`src/rtl/lsu_pkg.sv`:
```
// lsu_pkg: shared funct3 codes, FSM state encoding and request legality check for the load/store unit
package lsu_pkg;
  localparam logic [2:0] F3_B  = 3'b000;
  localparam logic [2:0] F3_H  = 3'b001;
  localparam logic [2:0] F3_W  = 3'b010;
  localparam logic [2:0] F3_BU = 3'b100;
  localparam logic [2:0] F3_HU = 3'b101;
  typedef enum logic [1:0] {IDLE, READ, WRITE, DONE} state_t;
  function automatic logic f3_illegal(input logic we, input logic [2:0] f3);
    return we ? !(f3 == F3_B || f3 == F3_H || f3 == F3_W)
              : !(f3 == F3_B || f3 == F3_H || f3 == F3_W || f3 == F3_BU || f3 == F3_HU);
  endfunction
endpackage

```
`src/rtl/lsu_lane_align.sv`:
```
// lsu_lane_align: combinational load lane extract/extend and store lane merge
// ports: funct3/off select width and byte lane; rbuf is the memory word read back,
// wdata the right-aligned store data; rdata is the extended load value, wword the word to write
module lsu_lane_align
  import lsu_pkg::*;
(
  input  logic [2:0]  funct3,
  input  logic [1:0]  off,
  input  logic [31:0] rbuf,
  input  logic [31:0] wdata,
  output logic [31:0] rdata,
  output logic [31:0] wword
);
  logic [7:0]  b;
  logic [15:0] h;
  logic [4:0]  sh;
  assign sh = {off, 3'b000};
  assign b  = rbuf[sh +: 8];
  assign h  = rbuf[{off[1], 4'b0000} +: 16];
  always_comb begin
    rdata = funct3 == F3_B  ? {{24{b[7]}}, b} :
            funct3 == F3_BU ? {24'h0, b} :
            funct3 == F3_H  ? {{16{h[15]}}, h} :
            funct3 == F3_HU ? {16'h0, h} : rbuf;
    wword = funct3 == F3_B ? (rbuf & ~(32'hFF << sh)) | ({24'h0, wdata[7:0]} << sh) :
            funct3 == F3_H ? (rbuf & ~(32'hFFFF << sh)) | ({16'h0, wdata[15:0]} << sh) : wdata;
  end
endmodule

```
`src/rtl/load_store_unit.sv`:
```
// load_store_unit: RV32I load/store initiator driving a word-wide memory (RMW for sub-word stores)
// ports: CLK/RST (async active-high); req_* pipeline request handshake; resp_* one-cycle completion;
// EN/RW/ADDr/Din/Dout word memory interface. Define LSU_MISALIGN_TRAP_EN to trap misaligned H/W accesses
// instead of forcing natural alignment.
module load_store_unit
  import lsu_pkg::*;
(
  input  logic        CLK,
  input  logic        RST,
  input  logic        req_valid,
  output logic        req_ready,
  input  logic        req_we,
  input  logic [2:0]  req_funct3,
  input  logic [31:0] req_addr,
  input  logic [31:0] req_wdata,
  output logic        resp_valid,
  output logic [31:0] resp_rdata,
  output logic        resp_err,
  output logic        EN,
  output logic        RW,
  output logic [31:0] ADDr,
  output logic [31:0] Din,
  input  logic [31:0] Dout
);
  state_t state, next;
  logic we, err, mis, accept, req_err;
  logic [2:0] f3;
  logic [1:0] off;
  logic [31:0] addr, wdata, rbuf, rdata, wword;
`ifdef LSU_MISALIGN_TRAP_EN
  assign mis = (req_funct3[1:0] == 2'b01 && req_addr[0]) || (req_funct3 == F3_W && req_addr[1:0] != 2'b00);
`else
  assign mis = 1'b0;
`endif
  assign req_err = f3_illegal(req_we, req_funct3) || mis;
  assign accept  = req_valid && state == IDLE;
  // halfword/word lanes are forced to natural alignment; trapping builds never reach here misaligned
  assign off  = f3 == F3_W ? 2'b00 : f3[1:0] == 2'b01 ? {addr[1], 1'b0} : addr[1:0];
  assign ADDr = {addr[31:2], 2'b00};
  lsu_lane_align u_align (
    .funct3(f3),
    .off(off),
    .rbuf(rbuf),
    .wdata(wdata),
    .rdata(rdata),
    .wword(wword)
  );
  always_ff @(posedge CLK or posedge RST)
    if (RST) begin
      state <= IDLE;
      we    <= 1'b0;
      err   <= 1'b0;
      f3    <= 3'b000;
      addr  <= 32'h0;
      wdata <= 32'h0;
      rbuf  <= 32'h0;
    end else begin
      state <= next;
      if (accept) begin
        we    <= req_we;
        err   <= req_err;
        f3    <= req_funct3;
        addr  <= req_addr;
        wdata <= req_wdata;
      end
      if (state == READ) rbuf <= Dout;
    end
  always_comb begin
    next       = state;
    req_ready  = 1'b0;
    resp_valid = 1'b0;
    resp_err   = 1'b0;
    resp_rdata = 32'h0;
    EN         = 1'b0;
    RW         = 1'b0;
    Din        = 32'h0;
    case (state)
      IDLE: begin
        req_ready = 1'b1;
        next = !accept ? IDLE : req_err ? DONE : (req_we && req_funct3 == F3_W) ? WRITE : READ;
      end
      READ: begin
        EN   = 1'b1;
        next = we ? WRITE : DONE;
      end
      WRITE: begin
        EN   = 1'b1;
        RW   = 1'b1;
        Din  = wword;
        next = DONE;
      end
      DONE: begin
        resp_valid = 1'b1;
        resp_err   = err;
        resp_rdata = (we || err) ? 32'h0 : rdata;
        next       = IDLE;
      end
    endcase
  end
endmodule

```
`config.mk`:
```
export PLATFORM = sky130hd
export DESIGN_NAME = load_store_unit
export DESIGN_NICKNAME = d
export VERILOG_FILES = /design/src/rtl/lsu_pkg.sv /design/src/rtl/lsu_lane_align.sv /design/src/rtl/load_store_unit.sv
export SDC_FILE = /design/constraint.sdc
export NUM_CORES = 1
export LEC_CHECK = 0
export BUFFER_PORTS_ARGS = -buffer_cell sky130_fd_sc_hd__clkbuf_2
export CORE_ASPECT_RATIO = 1.1
export CORE_MARGIN = 1.5
export CORE_UTILIZATION = 35
export DETAILED_ROUTE_END_ITERATION = 12
export PLACE_DENSITY = 0.57
export SLEW_MARGIN = 40
export SYNTH_ARGS = -nofsm -noshare
export SYNTH_HDL_FRONTEND = slang
export SYNTH_HIERARCHICAL = 1
export SYNTH_SLANG_ARGS = --single-unit
```
`constraint.sdc`:
```
create_clock -name CLK -period 4.18 [get_ports CLK]
set_input_delay 0.836 -clock CLK [delete_from_list [all_inputs] [get_ports CLK]]
set_output_delay 0.836 -clock CLK [all_outputs]
set_load 0.05 [all_outputs]
```
==> qor.tcl <==
set qor(port_buffers) 201
set qor(highest_fanout_seen_on_the_critical_path) 25
set qor(r2r.worst_path.cells) 4
set qor(synth_enable_flop_cells) 0
set qor(whs_path_depth) 1
set qor(timing.critical_path.max_delay_family) {compound AO/OA/AOI/OAI gates}
set qor(worst_vdd_rail_ir_drop_uv) 610
set qor(leading_register_cell_type_out_of_synthesis) {dfrtp_1}
set qor(ioPinCount) 204
set qor(compound_gate_fraction_of_synth_area_pct) 11.4
set qor(hold_path_end) {addr[4]}
set qor(ctsHoldBuffers) 0
set qor(cts_max_level) 3
set qor(post-route-period-util_pct) 93.1
set qor(post_synth_fa_ha_maj_area_fraction_pct) 1.57
set qor(timing.critical_path.buf_inv) 2
set qor(cts_setup_buffers) 0
set qor(data_arrival_at_the_endpoint_of_the_critical_path_ns) 3.05
set qor(post-dp-hpwl_um) 14000
set qor(achievable-frequency_mhz) 257
set qor(period_minus_slack_ns) 3.89
set qor(timing.setup.tns_ns) 0
set qor(clk_root_buffer_cell) {clkbuf_16}
set qor(cts_max_path_buffers) 2
set qor(global_route_wire_length_before_repair_um) 29000
set qor(synthesis.area_per_instance_um2) 10.5
set qor(clk_latency_ns) 0.35
set qor(dominant_combinational_cell_family_by_area_after_synthesis) {multiplexers}
set qor(finalSetupViolations) 0
set qor(yosys.area.top_type_share_pct) 40.3
set qor(routed_wl_um) 18700
set qor(viasPerCell) 5.17
set qor(core_area_mm2) 0.0178
set qor(numCtsBuffers) 9
set qor(powerDensity_mw_per_mm2) 1010
set qor(post_synth_and_or_nand_nor_area_fraction_pct) 15.2
set qor(drive_above_1_share_pct) 46.5
set qor(initial_util_pct) 35.9
set qor(hold_path_class) {flop to flop}
set qor(fin_worst_hold_slack_ns) 0.505
set qor(setup.worst_path.start_class) {flop}
set qor(detailroute.via_count) 5164
set qor(row_count) 51
set qor(post-route-drc-count) 0
set qor(antenna_found_initial) 0
set qor(synthXorXnorAreaFrac_pct) 0
set qor(yosys-mux-area-fraction_pct) 22.8
set qor(synthCells) 611
set qor(routedWlPerCell_um) 18.7
set qor(synthTopCellsByArea) {dfrtp_1, mux2_2, and2_1}
set qor(ys.warnings.count) 6
set qor(mappedNetlistArea_mm2) 0.00639
set qor(rsz0062_at_grt) {false}
set qor(grt_start_max_net_pins) 85
set qor(slew-limit-headroom_pct) 53.4
set qor(vias_in_the_first_global_route) 4996
set qor(worst_ep_required_time_ns) 3.34
set qor(grt_usage_pct) 19.9
set qor(placed_cells) 983
set qor(final_nets) 867
set qor(rrSetupSlack_ns) 2.42
set qor(clock_sinks) 103
set qor(overflow) 0
set qor(routabilityCongestion) 0.829
set qor(crit_path_max_incr_delay_ns) 0.60
set qor(utilization_pct) 44.0
set qor(final.setup_skew_ns) 0.00671
set qor(finalMaxSlewViolations) 0
set qor(count_of_final_hold_check_violations) 0
set qor(share_of_flip_flops_with_an_asynchronous_set_or_reset_after_synthesis_pct) 100
set qor(yosys_register_bits) 103
set qor(outcome) {finished clean}
set qor(leakage_nw) 3.72
set qor(timing_worst_slew_pin_value_ns) 0.698
set qor(r2r-end) {wdata[3]}
set qor(drt_first_iter_violations) 305
set qor(finalPower_w) 0.00795
set qor(diodes) 0
set qor(die_area_mm2) 0.0191
set qor(final-instance-count-excl-fill) 999
set qor(worst_path_max_delay_cell) {a221oi_2}
set qor(areaGrowthSynthToFinish_pct) 22.5
set qor(drv_cap) 0
set qor(synth-seq-area-share_pct) 40.3
set qor(timing.critical_path.to_type) {output pin}
set qor(cts_tree) {done}
set qor(postCtsResizedCells) 0
set qor(worst_hold_startpoint) {addr[4]}
set qor(synth_top_cell_by_area) {dfrtp_1}
set qor(worst_r2r_src) {state[0]}
set qor(number_of_routed_nets_with_antenna_violations) 0
set qor(cp_cell_sequence) {buf_4 -> o21ai_0 -> nor2_2 -> mux2_2 -> a221oi_2 -> a31oi_1 -> and2_1 -> clkbuf_2}
set qor(width_of_the_die_um) 132
set qor(die_height_um) 145
set qor(path_clk_slew_ns) 0.07
set qor(path_class) {flop to output pin}
set qor(number_of_optimization_iterations_in_the_first_detailed_route_pass) 5
set qor(synthDistinctLibCells) 40
[worst reg2reg max path, cell delays in order (launching register included)]
cell,delay (ns)
dfrtp_1,0.40
inv_1,0.09
ha_1,0.33
nand2_8,0.40
mux2_4,0.44
[Yosys cell counts (7+ instances only)]
master,n
buf_4,34
clkbuf_8,7
a31oi_1,16
nand3_1,8
buf_2,9
a22o_1,8
o31ai_1,18
nor2_1,20
dfrtp_1,103
mux2_2,105
a221oi_1,24
clkbuf_1,21
mux4_2,7
a21oi_1,10
nand2_1,82
and2_1,66
inv_1,10
o22ai_1,17
ha_1,8
[layout by cell type (no fill, tap or decap), types with 16 or more instances in the layout]
cell	count
o22ai_1	17
buf_12	16
a221oi_1	24
clkbuf_2	185
mux2_2	105
dfrtp_1	103
nor2_1	19
and2_1	66
o31ai_1	17
nand2_1	82
a31oi_1	16
[cell type report]
class | count | area [um^2]
clock inverters | 7 | 96.3
inverters | 10 | 45.0
clock buffers | 9 | 225
multi-input cells | 422 | 3280
repair buffers | 210 | 1310
flip-flops and latches | 103 | 2580
fillers | 1790 | 9970
well taps | 238 | 298
[cell families after synthesis]
kind of cell               Yosys count
AOI/OAI and AO/OA                   98
adders and majority gates            8
buffers and inverters               87
DFF                                103
muxes                              119
other                                1
and+or+nand+nor                    195
[state kept, by name (all words and copies together) (netlist names)]
register  cells
addr         32
err           1
f3            3
rbuf         32
state         2
wdata        32
we            1
[worst max path at each step]
| stage | from | endpoint | slack [ns] | cells after the start |
|---|---|---|---|---|
| finish | f3[1] | resp_rdata[8] | 0.29 | 8 |
| global route | f3[1] | resp_rdata[14] | 0.004 | 8 |
| detailed placement | f3[1] | resp_rdata[8] | 0.66 | 8 |
| CTS | f3[1] | resp_rdata[8] | 0.27 | 8 |
| global placement | f3[1] | Din[22] | 0.74 | 10 |
| floorplan | RST | addr[0] | 0.64 | 1 |
[power by group]
| group | internal [W] | leakage [nW] | switching, W | total (W) |
|---|---|---|---|---|
| combinational | 0.00193 | 2.36 | 0.00295 | 0.00488 |
| clock | 0.000526 | 0.148 | 0.000386 | 0.000911 |
| sequential | 0.00151 | 1.21 | 0.000642 | 0.00215 |
[per-stage QoR]
stage / cell area, um^2 / setup WS [ns]
2_1_floorplan: 6400 / 0.640
3_3_place_gp: 7490 / 0.739
3_5_place_dp: 7510 / 0.657
4_1_cts: 7830 / 0.273
5_1_grt: 7840 / 0.00415
6_report: 7840 / 0.290
[metal layers]
layer  GRT usage (%)  wire length, um
met4            5.56              273
met5               0                0
met2            32.0             8700
met3            5.57             1340
met1            26.2             8410
Power figures use the tool's default switching activity.
